<file path="src/rtl/tnoc_axi_write_id_tracker.sv">
// Maps wide NoC write IDs onto a small pool of AXI awid slots and restores
// the NoC ID on each B response through a one-entry response register.
module tnoc_axi_write_id_tracker #(
    parameter int MAX_OUTSTANDING = 4,
    parameter int NOC_ID_WIDTH    = 8,
    localparam int SLOT_WIDTH     = (MAX_OUTSTANDING > 1) ? $clog2(MAX_OUTSTANDING) : 1
) (
    input  logic                    clk,
    input  logic                    rst,
    input  logic                    i_aw_valid,
    output logic                    o_aw_ready,
    input  logic [NOC_ID_WIDTH-1:0] i_aw_noc_id,
    output logic                    o_axi_awvalid,
    input  logic                    i_axi_awready,
    output logic [SLOT_WIDTH-1:0]   o_axi_awid,
    input  logic                    i_axi_bvalid,
    output logic                    o_axi_bready,
    input  logic [SLOT_WIDTH-1:0]   i_axi_bid,
    input  logic [1:0]              i_axi_bresp,
    output logic                    o_rsp_valid,
    input  logic                    i_rsp_ready,
    output logic [NOC_ID_WIDTH-1:0] o_rsp_noc_id,
    output logic [1:0]              o_rsp_status,
    output logic [SLOT_WIDTH:0]     o_outstanding,
    output logic                    o_full,
    output logic                    o_err_unknown_bid
);
    localparam logic [SLOT_WIDTH:0] MAX_CNT = (SLOT_WIDTH+1)'(MAX_OUTSTANDING);
    localparam logic [SLOT_WIDTH:0] ONE     = (SLOT_WIDTH+1)'(1);

    logic [MAX_OUTSTANDING-1:0] valid_q, valid_d;
    logic [NOC_ID_WIDTH-1:0]    noc_q [MAX_OUTSTANDING];
    logic [SLOT_WIDTH:0]        cnt_q, cnt_d;
    logic                       rsp_valid_q, rsp_valid_d;
    logic [NOC_ID_WIDTH-1:0]    rsp_id_q, rsp_id_d;
    logic [1:0]                 rsp_st_q, rsp_st_d;
    logic                       err_q;

    logic                       alloc, b_hs, free, known;
    logic [SLOT_WIDTH-1:0]      free_idx;
    logic [NOC_ID_WIDTH-1:0]    bid_noc_id;

    assign o_full        = (cnt_q == MAX_CNT);
    assign o_axi_awvalid = i_aw_valid & ~o_full & ~rst;
    assign o_aw_ready    = i_axi_awready & ~o_full & ~rst;
    assign o_axi_awid    = free_idx;
    assign alloc         = o_axi_awvalid & i_axi_awready;
    assign o_axi_bready  = ~rsp_valid_q | i_rsp_ready;
    assign b_hs          = i_axi_bvalid & o_axi_bready;
    assign free          = b_hs & known;

    // Scan high-to-low so the lowest free index wins.
    always_comb begin
        free_idx = '0;
        for (int i = MAX_OUTSTANDING - 1; i >= 0; i--) begin
            if (!valid_q[i]) free_idx = SLOT_WIDTH'(i);
        end
    end

    // Out-of-range bids never match a slot, so they fall out as unknown.
    always_comb begin
        known      = 1'b0;
        bid_noc_id = '0;
        for (int i = 0; i < MAX_OUTSTANDING; i++) begin
            if (i_axi_bid == SLOT_WIDTH'(i) && valid_q[i]) begin
                known      = 1'b1;
                bid_noc_id = noc_q[i];
            end
        end
    end

    always_comb begin
        valid_d = valid_q;
        for (int i = 0; i < MAX_OUTSTANDING; i++) begin
            if (alloc && free_idx == SLOT_WIDTH'(i)) valid_d[i] = 1'b1;
            if (free && i_axi_bid == SLOT_WIDTH'(i)) valid_d[i] = 1'b0;
        end
        cnt_d = cnt_q;
        if (alloc && !free)      cnt_d = cnt_q + ONE;
        else if (!alloc && free) cnt_d = cnt_q - ONE;
        rsp_valid_d = rsp_valid_q;
        rsp_id_d    = rsp_id_q;
        rsp_st_d    = rsp_st_q;
        if (free) begin
            rsp_valid_d = 1'b1;
            rsp_id_d    = bid_noc_id;
            rsp_st_d    = i_axi_bresp;
        end else if (i_rsp_ready) begin
            rsp_valid_d = 1'b0;
        end
    end

    always_ff @(posedge clk or posedge rst) begin
        if (rst) begin
            valid_q     <= '0;
            cnt_q       <= '0;
            rsp_valid_q <= 1'b0;
            rsp_id_q    <= '0;
            rsp_st_q    <= '0;
            err_q       <= 1'b0;
            for (int i = 0; i < MAX_OUTSTANDING; i++) noc_q[i] <= '0;
        end else begin
            valid_q     <= valid_d;
            cnt_q       <= cnt_d;
            rsp_valid_q <= rsp_valid_d;
            rsp_id_q    <= rsp_id_d;
            rsp_st_q    <= rsp_st_d;
            err_q       <= b_hs & ~known;
            if (alloc) noc_q[free_idx] <= i_aw_noc_id;
        end
    end

    assign o_rsp_valid       = rsp_valid_q;
    assign o_rsp_noc_id      = rsp_id_q;
    assign o_rsp_status      = rsp_st_q;
    assign o_outstanding     = cnt_q;
    assign o_err_unknown_bid = err_q;
endmodule

</file>
<file path="config.mk">
export PLATFORM = sky130hd
export DESIGN_NAME = tnoc_axi_write_id_tracker
export DESIGN_NICKNAME = d
export VERILOG_FILES = /design/src/rtl/tnoc_axi_write_id_tracker.sv
export SDC_FILE = /design/constraint.sdc
export NUM_CORES = 1
export LEC_CHECK = 0
export BUFFER_PORTS_ARGS = -buffer_cell sky130_fd_sc_hd__buf_2
export CAP_MARGIN = 5
export CORE_MARGIN = 2
export CORE_UTILIZATION = 55
export CTS_CLUSTER_SIZE = 30
export DETAILED_ROUTE_END_ITERATION = 7
export PLACE_DENSITY_LB_ADDON = 0.2
export REMOVE_ABC_BUFFERS = 1
export SETUP_SLACK_MARGIN = 0.3
export SKIP_CTS_REPAIR_TIMING = 1
export SLEW_MARGIN = 10
export SYNTH_ARGS = -nofsm -noshare
export SYNTH_HDL_FRONTEND = slang
export SYNTH_SLANG_ARGS = --single-unit
</file>
<file path="constraint.sdc">
create_clock -name clk -period 3.7 [get_ports clk]
set_clock_uncertainty 0.2 [all_clocks]
set_input_delay 0 -clock clk [delete_from_list [all_inputs] [get_ports clk]]
set_output_delay 0 -clock clk [all_outputs]
set_load 0.1 [all_outputs]
</file>
== After elaboration in Yosys (flattened, before gate mapping) ==
Index checks and enable logic that the tools add are counted.
Operators by class
  add/subtract/negate cells: 2
  magnitude comparators: 2
  equal/unequal tests: 7
  muxes and demuxes: 27
  bitwise logic cells: 14
  reductions and logical operators: 25
Operators with widths (count)
  2-to-1 mux 8 bit: 5
  bitwise mux 32 bit: 1
  demux 8 bit (select 2 bit): 1
  logical AND 1 bit: 15
  2-to-1 mux 1 bit: 14
  nonzero test 2 bit: 6
  AND 1 bit: 8
  == test 2 bit, second input constant: 4
  2-to-1 mux 2 bit: 4
  2-to-1 mux 3 bit: 2
  == test 2 x 1 -> 1 bit, second input constant: 2
  zero test 2 bit: 2
  inverter 1 bit: 4
  adder 3 x 1 -> 3 bit, second input constant: 1
  == test 3 bit, second input constant: 1
  >= comparator 3 bit, second input constant: 1
  < comparator 3 x 1 -> 1 bit, second input constant: 1
  inverter 2 -> 3 bit: 1
  subtractor 3 x 1 -> 3 bit, second input constant: 1
  zero test 1 bit: 2
  bitwise OR 1 bit: 1
Storage, ports and cells
  register bits after elaboration: 51
  input bits: 18
  output and inout bits: 21
  word-level logic and storage cells: 90

== Longest topological paths before layout ==
Gate-level depths: netlist of run 1.
  word-level depth: 10
  gate-level depth with buffers: 10
  mapped depth without buffers: 9

== Worst setup path before layout of run 1 ==
No wires, ideal clock.
  kind: reg2out
  from: reg cnt_q[0] (netlist: o_outstanding[0])
  to: out o_aw_ready
  arrival time: 3655 ps
  slack: -155 ps
  cell stages (with the launch flop): 3
  cell sequence: dfrtp_1 nor3b_4 nor3b_1
On the way
  cells in the longest elaborated chain, start to end: 4
RTL lines
  start: declaration: RTL line 33  | logic [SLOT_WIDTH:0] cnt_q, cnt_d;
  start signal: assignment: RTL line 104  | cnt_q <= cnt_d;
  == test 3 bit: RTL line 43  | assign o_full = (cnt_q == MAX_CNT);
  net o_full: RTL line 25  | output logic o_full,
  inverter 1 bit: RTL line 45  | assign o_aw_ready = i_axi_awready & ~o_full & ~rst;
  AND 1 bit (2 in series): RTL line 45
  end: declaration: RTL line 11  | output logic o_aw_ready,
The timed path passes the listed nets, and every way through them passes these cells.

== Worst setup path after layout of run 1 ==
  from: reg cnt_q[2] (netlist: o_outstanding[2])
  to: reg cnt_q[2] (netlist: o_outstanding[2])
On the way
  cells in the longest elaborated chain, start to end: 8
  elaborated cells between the ends (all ways): 13
  those cells by class: 2 x add/sub; 1 x eq/ne; 2 x mux; 4 x bitwise; 4 x reduce/logical
RTL lines
  == test 3 bit: RTL line 43
  inverter 1 bit: RTL line 44  | assign o_axi_awvalid = i_aw_valid & ~o_full & ~rst;
  AND 1 bit (2 in series): RTL line 44
  AND 1 bit: RTL line 47  | assign alloc = o_axi_awvalid & i_axi_awready;
  zero test 1 bit: RTL line 80  | else if (!alloc && free) cnt_d = cnt_q - ONE;
  logical AND 1 bit: RTL line 80
  nonzero test 2 bit (no source line)
Parallel ways exist; a longest one is shown, timed or not. The select of a mux whose other input is x is not followed.
A chain may end at the register's enable or synchronous reset.

==> results.yml, run 1 <==
global_route:
  grt_first_pass_wirelength_um: 7910
  grt_max_degree: 52
  gr-total-overflow: 0
  grt_pass1_vias: 1562
  grt_util_all_layers: 0.209
  antenna_found_initial: 0
clock_tree:
  cts_tree: "done"
  cts_max_level: 2
  cts_buffers: 5
  clockBufferDepth: 2
  clk_latency_ns: 0.30
  cts.sinks: 51
  cts_root_buffer: "clkbuf_8"
  path_clk_slew_ns: 0.09
final_layout:
  fin_nets: 272
  syn2layout_area_growth_pct: 20.2
  multiInputGateArea_um2: 1030
  n_fill_cell: 313
  register_area_um2: 1280
  antenna_cells: 0
  drive_gt1_frac: 0.356
  fin_cells: 303
routing:
  antenna_left: 0
  vias_per_cell: 5.56
  vias: 1686
  drt_wl_total_um: 4750
  drt_first_pass_iters: 4
  drt-wirelength-per-cell_um: 15.7
  drt_iter0_drc: 126
  post-route-drc-count: 0
floorplanning:
  die_width_um: 69.9
  die_h_um: 69.9
  die_area_um2: 4880
  coreArea_um2: 4090
  num_rows: 23
  start_util: 0.584
  pin_count: 39
sta:
  finalHoldViolCount: 2
  rsz0062_at_grt: "false"
  drv_slew: 0
  slew_headroom: 0.314
  whs_ns: -0.0164
  max_freq_mhz: 392
  min_period_ns: 2.55
  layout_worst_path_cycle_share: 0.690
  worstMarginPinSlew_ns: 1.03
  setup_ws_ns: 1.15
  setup_tns_ns: 0
  setup_viol: 0
synth:
  post-synth-top-area-cell: "dfrtp_1"
  async_flop_share: 1.00
  syn_inst: 199
  yosysMostFrequentCell: "dfrtp_1"
  ys_ff_latch: 51
  synth_edf_count: 0
  synth_top_cell_area_share: 0.535
  ys_types: 31
  ys.flop_type: "dfrtp_1"
  synth_seq_area_share: 0.535
  yosys_warnings: 0
  avgSynthCellArea_um2: 12.0
  synth_area_um2: 2390
  yosys-top-cells-count: "51 x dfrtp_1, 29 x nand2_1, 27 x mux2_2, 15 x nor2_1, 8 x mux2_4"
  synthTopCellsByArea: "dfrtp_1 53%, mux2_2 13%, mux2_4 5.0%"
place:
  gp_routability_congestion: 0.757
  dp_cells: 279
  port_buffers: 38
  dp_slack_ns: 1.17
  dp_hpwl_um: 3170
flow_run:
  drv_cap: 0
critical_path:
  crit_required_ns: 3.73
  crit_fanout: 6
  cpPeakStageDelay_ns: 0.41
  crit_type: "register to register"
  worstPathArrival_ns: 2.59
  endpoint_kind: "register"
  start_kind: "register"
  slowest_stage: "dfrtp_1"
  cp_cell_sequence: "nor3b_4 -> nand4bb_1 -> inv_1 -> ha_1 -> inv_1 -> fa_1 -> xor2_1 -> nor2_1 -> xor2_1"
min_path:
  min_path_type: "input pin to register"
run_status:
  violations: "negative hold slack"
  status: "complete, but fails checks"
registers in the layout, indices dropped and copies added, names as in the netlist:
register and flops:
valid_q 4, o_outstanding 3, o_rsp_noc_id 8, o_rsp_status 2
o_rsp_valid 1, noc_q 32, o_err_unknown_bid 1
metal layers:
layer  part of all wire  routed length, µm  global-route usage  vias up
met2               0.46               2160               0.313       49
met5                  0                  0                   0        -
met4              0.012                 55              0.0577        0
met3              0.055                263              0.0534        6
met1               0.48               2270               0.304      823
li1                   -                  -                   -      808
through the flow:
step | util | area (µm²)
final | 0.702 | 2870
after global routing | 0.702 | 2870
after CTS | 0.663 | 2710
after global placement | 0.633 | 2590
after floorplan | - | 2330
after detailed placement | 0.633 | 2590
cell type report:
type	count	area share
inverter	6	0.00785
tap	50	0.0218
multi-input combinational	133	0.358
clock buffer	6	0.0288
timing repair buffer	55	0.125
sequential	51	0.445
clock inverter	2	0.0135
cells in the final DEF (no fill, tap or decap), drive strengths merged:
cell and count:
mux4 1, nor2 15, o32a 1, a211oi 7
dfrtp 51, dlygate4sd3 16, nand4 1, mux2 35
nand4bb 1, nand3 4, ha 1, a21oi 6
o21ai 3, clkbuf 6, fa 1, or2 1
o211ai 1, buf 39, nand2b 3, xnor2 1
inv 7, o31ai 7, nor3 2, nand2 29
nor3b 3, or3 1, o22ai 7, bufinv 1
xor2 2
path summary, 6_finish.rpt:
check                                              from  slack [ns]                            to  cells past startpoint
setup / recovery           o_outstanding[2]$_DFFE_PP0P_        1.15  o_outstanding[2]$_DFFE_PP0P_                      9
hold / removal                             i_axi_bid[1]       -0.02   o_rsp_noc_id[7]$_DFFE_PP0N_                      3
setup reg to reg           o_outstanding[2]$_DFFE_PP0P_        1.15  o_outstanding[2]$_DFFE_PP0P_                      9
hold reg to reg             o_rsp_noc_id[0]$_DFFE_PP0N_        0.28   o_rsp_noc_id[0]$_DFFE_PP0N_                      2
max in group asynchronous                           rst        2.36         noc_q[30]$_DFFE_PP0P_                      3
min in group asynchronous                           rst        0.31        valid_q[1]$_DFFE_PP0P_                      3
cells by family (layout without fill, tap and decap cells):
group           after synthesis  in the layout  share of synthesized area
compound gates               32             32                     0.0902
buf+inv                      15             69                     0.0346
flops                        51             51                      0.535
fa+ha+maj                     2              2                     0.0136
mux                          36             36                      0.187
xor+xnor                      3              3                     0.0110
simple gates                 60             60                      0.128
critical path: cells and delay by family (launching register included):
kind | cells | cell delay [ns]
buffers and inverters | 2 | 0.30
adder cells (fa/ha/maj) | 2 | 0.57
AND/OR/NAND/NOR | 3 | 0.69
XOR/XNOR | 2 | 0.31
flip-flops | 1 | 0.41
Power of run 1 is not shown: default switching activity piles up to over one toggle a cycle in this logic, so the estimate is an artifact.
==> run 2, diff against run 1 <==
--- a/config.mk
+++ b/config.mk
@@ -5,6 +5,7 @@
 export SDC_FILE = /design/constraint.sdc
 export NUM_CORES = 1
 export LEC_CHECK = 0
+export ABC_AREA = 1
 export BUFFER_PORTS_ARGS = -buffer_cell sky130_fd_sc_hd__buf_2
 export CAP_MARGIN = 5
 export CORE_MARGIN = 2
==> constraint.sdc (replaced) <==
create_clock -name clk -period 2.5 [get_ports clk]
set_clock_uncertainty 0.2 [all_clocks]
set_input_delay 0 -clock clk [delete_from_list [all_inputs] [get_ports clk]]
set_output_delay 0 -clock clk [all_outputs]
set_load 0.1 [all_outputs]
==> run 2 against run 1 <==
Effect of this change:
- the flow now finishes without violations
- synthesized area increased by 6.2%
- hold slack better by 0.022 ns
- cell count is 39% higher
- fmax up 21%
- core utilization is essentially flat
- setup slack worse by 0.76 ns
- register-to-register slack got worse by 0.76 ns
==> results.yml, run 2 <==
run_status:
  status: "completed"
final_layout:
  syn2layout_area_growth_pct: 21.4
  antenna_cells: 0
  regMostFlops: "noc_q"
  layout_commonest_cell: "nand2_1"
  n_fill_cell: 375
  final_area_um2: 3080
  largest_register_ffs: 32
  fin_nets: 387
  finish.utilization: 0.701
  layout_common_cells: "116 x nand2_1, 50 x dfrtp_1, 38 x buf_2"
  drive_gt1_frac: 0.223
clock_tree:
  cts.sinks: 51
  path_clk_slew_ns: 0.08
  cts_tree: "done"
  cts_root_buffer: "clkbuf_8"
  clk_latency_ns: 0.29
  cts_max_level: 2
  cts_buffers: 5
  clockBufferDepth: 2
power_and_ir_drop:
  p_leak_nw: 1.63
  p_sw_mw: 2.33
  pwr-share-comb: 0.546
  p_seq_frac: 0.336
  switching_share: 0.548
  intPower_mw: 1.92
  ir_worst_vdd_mv: 0.639
  p_clk_frac: 0.117
  p_total_mw: 4.25
  power_density_nw_per_um2: 1380
synth:
  synthTopCellsByArea: "dfrtp_1 50%, nand2_1 17%, nand4_1 7.9%"
  avgSynthCellArea_um2: 8.28
  async_flop_share: 1.00
  yosys-top-cells-count: "118 x nand2_1, 51 x dfrtp_1, 32 x nand4_1, 22 x nand3_1, 19 x o21ai_0"
  ys_ff_latch: 51
  ys_types: 27
  yosysMostFrequentCell: "nand2_1"
  yosys_warnings: 0
  synth_edf_count: 0
  synth_top_cell_area_share: 0.504
  ys.flop_type: "dfrtp_1"
  synth_seq_area_share: 0.504
  post-synth-top-area-cell: "dfrtp_1"
  syn_inst: 306
  synth_area_um2: 2530
global_route:
  grt_pass1_vias: 2063
  grt_first_pass_wirelength_um: 10400
  grt_max_degree: 52
  grt_util_all_layers: 0.264
  antenna_found_initial: 0
  gr-total-overflow: 0
sta:
  setup_viol: 0
  worstMarginPinSlew_ns: 0.672
  finalHoldViolCount: 0
  rsz0062_at_grt: "true"
  min_period_ns: 2.11
  max_freq_mhz: 474
  drv_slew: 0
  layout_worst_path_cycle_share: 0.845
  slew_headroom: 0.550
routing:
  drt_first_pass_iters: 5
  drt-wirelength-per-cell_um: 15.5
  drt_wl_total_um: 6500
  antenna_left: 0
  vias: 2389
  drt_iter0_drc: 234
  post-route-drc-count: 0
  vias_per_cell: 5.69
critical_path:
  crit_type: "register to register"
  crit_required_ns: 2.48
  endpoint_kind: "register"
  start_kind: "register"
  worstPathArrival_ns: 2.10
  crit_fanout: 4
floorplanning:
  die_width_um: 71.9
  num_rows: 24
  start_util: 0.578
  pin_count: 39
  die_h_um: 71.9
  die_area_um2: 5170
  coreArea_um2: 4380
place:
  port_buffers: 38
  dp_hpwl_um: 4420
  place_area_um2: 2780
  gp_routability_congestion: 0.877
flow_run:
  drv_cap: 0
min_path:
  min_path_type: "input pin to register"
## run 2: layout make-up
type / count / area (µm²) / area share
flip-flops and latches: 51 / 1280 / 0.415
well taps: 52 / 65.1 / 0.0212
multi-input cells: 221 / 1110 / 0.362
inverters: 22 / 82.6 / 0.0269
repair buffers: 66 / 438 / 0.142
clock buffers: 8 / 100 / 0.0325
## run 2: kinds of logic after synthesis
family / count (synthesis) / share of synthesized area
and+or+nand+nor: 193 / 0.360
DFF: 51 / 0.504
buffers and inverters: 34 / 0.0627
AOI/OAI and AO/OA: 23 / 0.0494
xor gates and xnor gates: 2 / 0.00691
adders and majority gates: 2 / 0.0128
muxes: 1 / 0.00444
## run 2: metrics by stage
stage | setup WS, ns | instances | hold WS (ns) | TNS (ns)
floorplan | -1.53 | 294 | -0.0904 | -9.49
detailed placement | 0.198 | 393 | 0.0135 | 0
global placement | 0.305 | 393 | 0.00184 | 0
global route | 0.284 | 420 | 0.0250 | 0
finish | 0.388 | 420 | 0.00513 | 0
CTS | 0.253 | 401 | -0.299 | 0
## run 2: per-layer routing
metal / track usage / vias to the layer above / share of wire
li1: - / 1137 / -
met1: 0.398 / 1098 / 0.43
met2: 0.394 / 131 / 0.46
met3: 0.0338 / 23 / 0.076
met4: 0.0943 / 0 / 0.035
met5: 0 / - / 0
## run 2: path summary, 6_finish.rpt
kind | end | cells after the start | slack, ns | startpoint
max | o_outstanding[1]$_DFFE_PP0P_ | 8 | 0.39 | o_outstanding[0]$_DFFE_PP0P_
min | valid_q[3]$_DFFE_PP0P_ | 6 | 0.005 | i_axi_bid[1]
max reg2reg | o_outstanding[1]$_DFFE_PP0P_ | 8 | 0.39 | o_outstanding[0]$_DFFE_PP0P_
min reg2reg | o_rsp_status[0]$_DFFE_PP0N_ | 2 | 0.27 | o_rsp_status[0]$_DFFE_PP0N_
max in group asynchronous | o_outstanding[0]$_DFFE_PP0P_ | 4 | 1.39 | rst
min in group asynchronous | noc_q[15]$_DFFE_PP0P_ | 4 | 0.27 | rst
## run 2: power by group through the flow
stage                     logic, mW  clock network [mW]  registers, mW
final                          2.32               0.499           1.43
after detailed placement       2.25                   0           1.43
after global placement         2.21                   0           1.43
after floorplan               0.891                   0           2.26
after global routing           2.48               0.545           1.46
after CTS                      2.25               0.513           1.42
## run 2: critical path, stage by stage (launching register included)
cell	delay, ns
dfrtp_2	0.45
nor2_1	0.12
nand2_2	0.10
nand3_2	0.08
clkinv_1	0.08
ha_1	0.19
inv_1	0.09
fa_1	0.41
mux2_2	0.27
No activity file was read; power rests on OpenSTA's default activity.
==> run 3, diff against run 2 <==
--- a/config.mk
+++ b/config.mk
@@ -5,7 +5,7 @@
 export SDC_FILE = /design/constraint.sdc
 export NUM_CORES = 1
 export LEC_CHECK = 0
-export ABC_AREA = 1
+export ABC_AREA = 0
 export BUFFER_PORTS_ARGS = -buffer_cell sky130_fd_sc_hd__buf_2
 export CAP_MARGIN = 5
 export CORE_MARGIN = 2
==> constraint.sdc (replaced) <==
create_clock -name clk -period 2.1 [get_ports clk]
set_clock_uncertainty 0.2 [all_clocks]
set_input_delay 0 -clock clk [delete_from_list [all_inputs] [get_ports clk]]
set_output_delay 0 -clock clk [all_outputs]
set_load 0.1 [all_outputs]
==> run 3 against run 2 <==
Effect of this change:
- the run now ends with negative hold slack, negative setup slack left
- core utilization rose by 10 points
- count of clock-buffer cells in the layout shrank 3
- critical path depth did not move
- first-iteration DRC count fell by 19%
- sequential share of layout area is 2.6 points lower
- register-to-register slack worse by 0.55 ns
- flip-flop and latch count did not move
- non-clock buffer count grew 12
- total power is 34% higher
- global-route usage decreased by 6.3 points
==> results.yml, run 3 (same netlist as run 1, synthesis figures left out) <==
run_status:
  status: "complete, but fails checks"
  violations: "negative hold slack, negative setup slack"
floorplanning:
  die_h_um: 69.9
  die_area_um2: 4880
  die_width_um: 69.9
  start_util: 0.584
  pin_count: 39
  num_rows: 23
  coreArea_um2: 4090
routing:
  drt-wirelength-per-cell_um: 18.0
  drt_wl_total_um: 5860
  drt_iter0_drc: 190
  post-route-drc-count: 0
  drt_first_pass_iters: 4
  antenna_left: 0
  vias: 1829
  vias_per_cell: 5.61
sta:
  worstMarginPinSlew_ns: 0.821
  setup_tns_ns: -0.226
  whs_ns: -0.0333
  setup_ws_ns: -0.161
  layout_worst_path_cycle_share: 1.08
  min_period_ns: 2.26
  drv_slew: 0
  max_freq_mhz: 442
  finalHoldViolCount: 1
  rsz0062_at_grt: "true"
  slew_headroom: 0.452
  setup_viol: 2
global_route:
  grt_max_degree: 40
  grt_util_all_layers: 0.201
  grt_pass1_vias: 1542
  gr-total-overflow: 0
  grt_use_met2: 0.290
  grt.met1_usage: 0.310
  top_usage_layer: "met1"
  global_route.usage.met3: 0.0332
  grt_first_pass_wirelength_um: 7710
  antenna_found_initial: 0
final_layout:
  syn2layout_area_growth_pct: 37.3
  final_area_um2: 3280
  regMostFlops: "noc_q"
  fin_nets: 296
  layout_commonest_cell: "dfrtp_1"
  largest_register_ffs: 32
  layout_common_cells: "51 x dfrtp_1, 33 x buf_2, 30 x mux2_4"
  antenna_cells: 0
  drive_gt1_frac: 0.453
min_path:
  hp-start: "i_axi_awready"
  min_path_type: "input pin to register"
critical_path:
  crit_type: "register to register"
  r2r_start: "valid_q[2]$_DFFE_PP0P_"
  cpPeakStageDelay_ns: 0.51
  crit_fanout: 2
  cp_common_cell: "xor2_1"
  worstPathArrival_ns: 2.28
  endpoint_kind: "register"
  startpoint: "valid_q[2]$_DFFE_PP0P_"
  start_kind: "register"
  crit_required_ns: 2.12
  slowest_stage: "mux4_2"
  cp_cell_sequence: "mux4_2 -> nand3_4 -> ha_4 -> inv_2 -> fa_2 -> xor2_1 -> nor2_1 -> xor2_1"
place:
  place_area_um2: 2720
  port_buffers: 38
  dp_slack_ns: -0.137
  dp_hpwl_um: 3400
  gp_routability_congestion: 0.833
clock_tree:
  cts_max_level: 2
  cts_buffers: 5
  cts_root_buffer: "clkbuf_8"
  clockBufferDepth: 2
  clk_latency_ns: 0.30
  cts_tree: "done"
  cts.sinks: 51
  path_clk_slew_ns: 0.09
power_and_ir_drop:
  p_leak_nw: 1.57
  p_total_mw: 5.69
  ir_worst_vdd_mv: 0.876
  power_density_nw_per_um2: 1740
flow_run:
  drv_cap: 0
==> run 3: power breakdown <==
part / internal (mW) / switching [mW] / total [mW] / leakage, nW
clock network: 0.349 / 0.324 / 0.673 / 0.0502
registers: 1.44 / 0.253 / 1.70 / 0.637
logic: 1.10 / 2.22 / 3.32 / 0.886
total: 2.90 / 2.80 / 5.69 / 1.57
==> run 3: layout make-up <==
cell class              instances  area (µm²)
inverters                       6        22.5
fillers                       221         810
flip-flops and latches         51        1280
repair buffers                 78         594
clock inverters                 2        37.5
clock buffers                   5        68.8
well taps                      50        62.6
multi-input cells             134        1210
==> run 3: per-layer routing <==
metal | vias up | routed length (µm)
met5 | - | 0
met4 | 0 | 100
met3 | 13 | 325
met2 | 64 | 2800
met1 | 892 | 2640
li1 | 860 | -
==> run 3: critical path, delay by kind of cell, from the launching register on <==
family / cells / cell delay [ns]
multiplexers: 1 / 0.51
adder cells (fa/ha/maj): 2 / 0.46
flip-flops: 1 / 0.39
XOR/XNOR: 2 / 0.33
AND/OR/NAND/NOR: 2 / 0.26
buffers and inverters: 1 / 0.03
==> run 3: final timing paths <==
path | end | cells past startpoint | slack [ns]
max in group asynchronous | noc_q[3]$_DFFE_PP0P_ | 4 | 0.81
min in group asynchronous | o_rsp_noc_id[7]$_DFFE_PP0N_ | 3 | 0.26
setup reg to reg | o_outstanding[2]$_DFFE_PP0P_ | 8 | -0.16
hold / removal | valid_q[0]$_DFFE_PP0P_ | 4 | -0.03
hold reg to reg | o_rsp_noc_id[4]$_DFFE_PP0N_ | 2 | 0.28
setup / recovery | o_outstanding[2]$_DFFE_PP0P_ | 8 | -0.16
==> run 3: per-stage QoR <==
step	util	cells
after floorplan	-	190
after global placement	0.665	295
after detailed placement	0.665	295
after CTS	0.691	302
after global routing	0.802	326
final	0.802	326
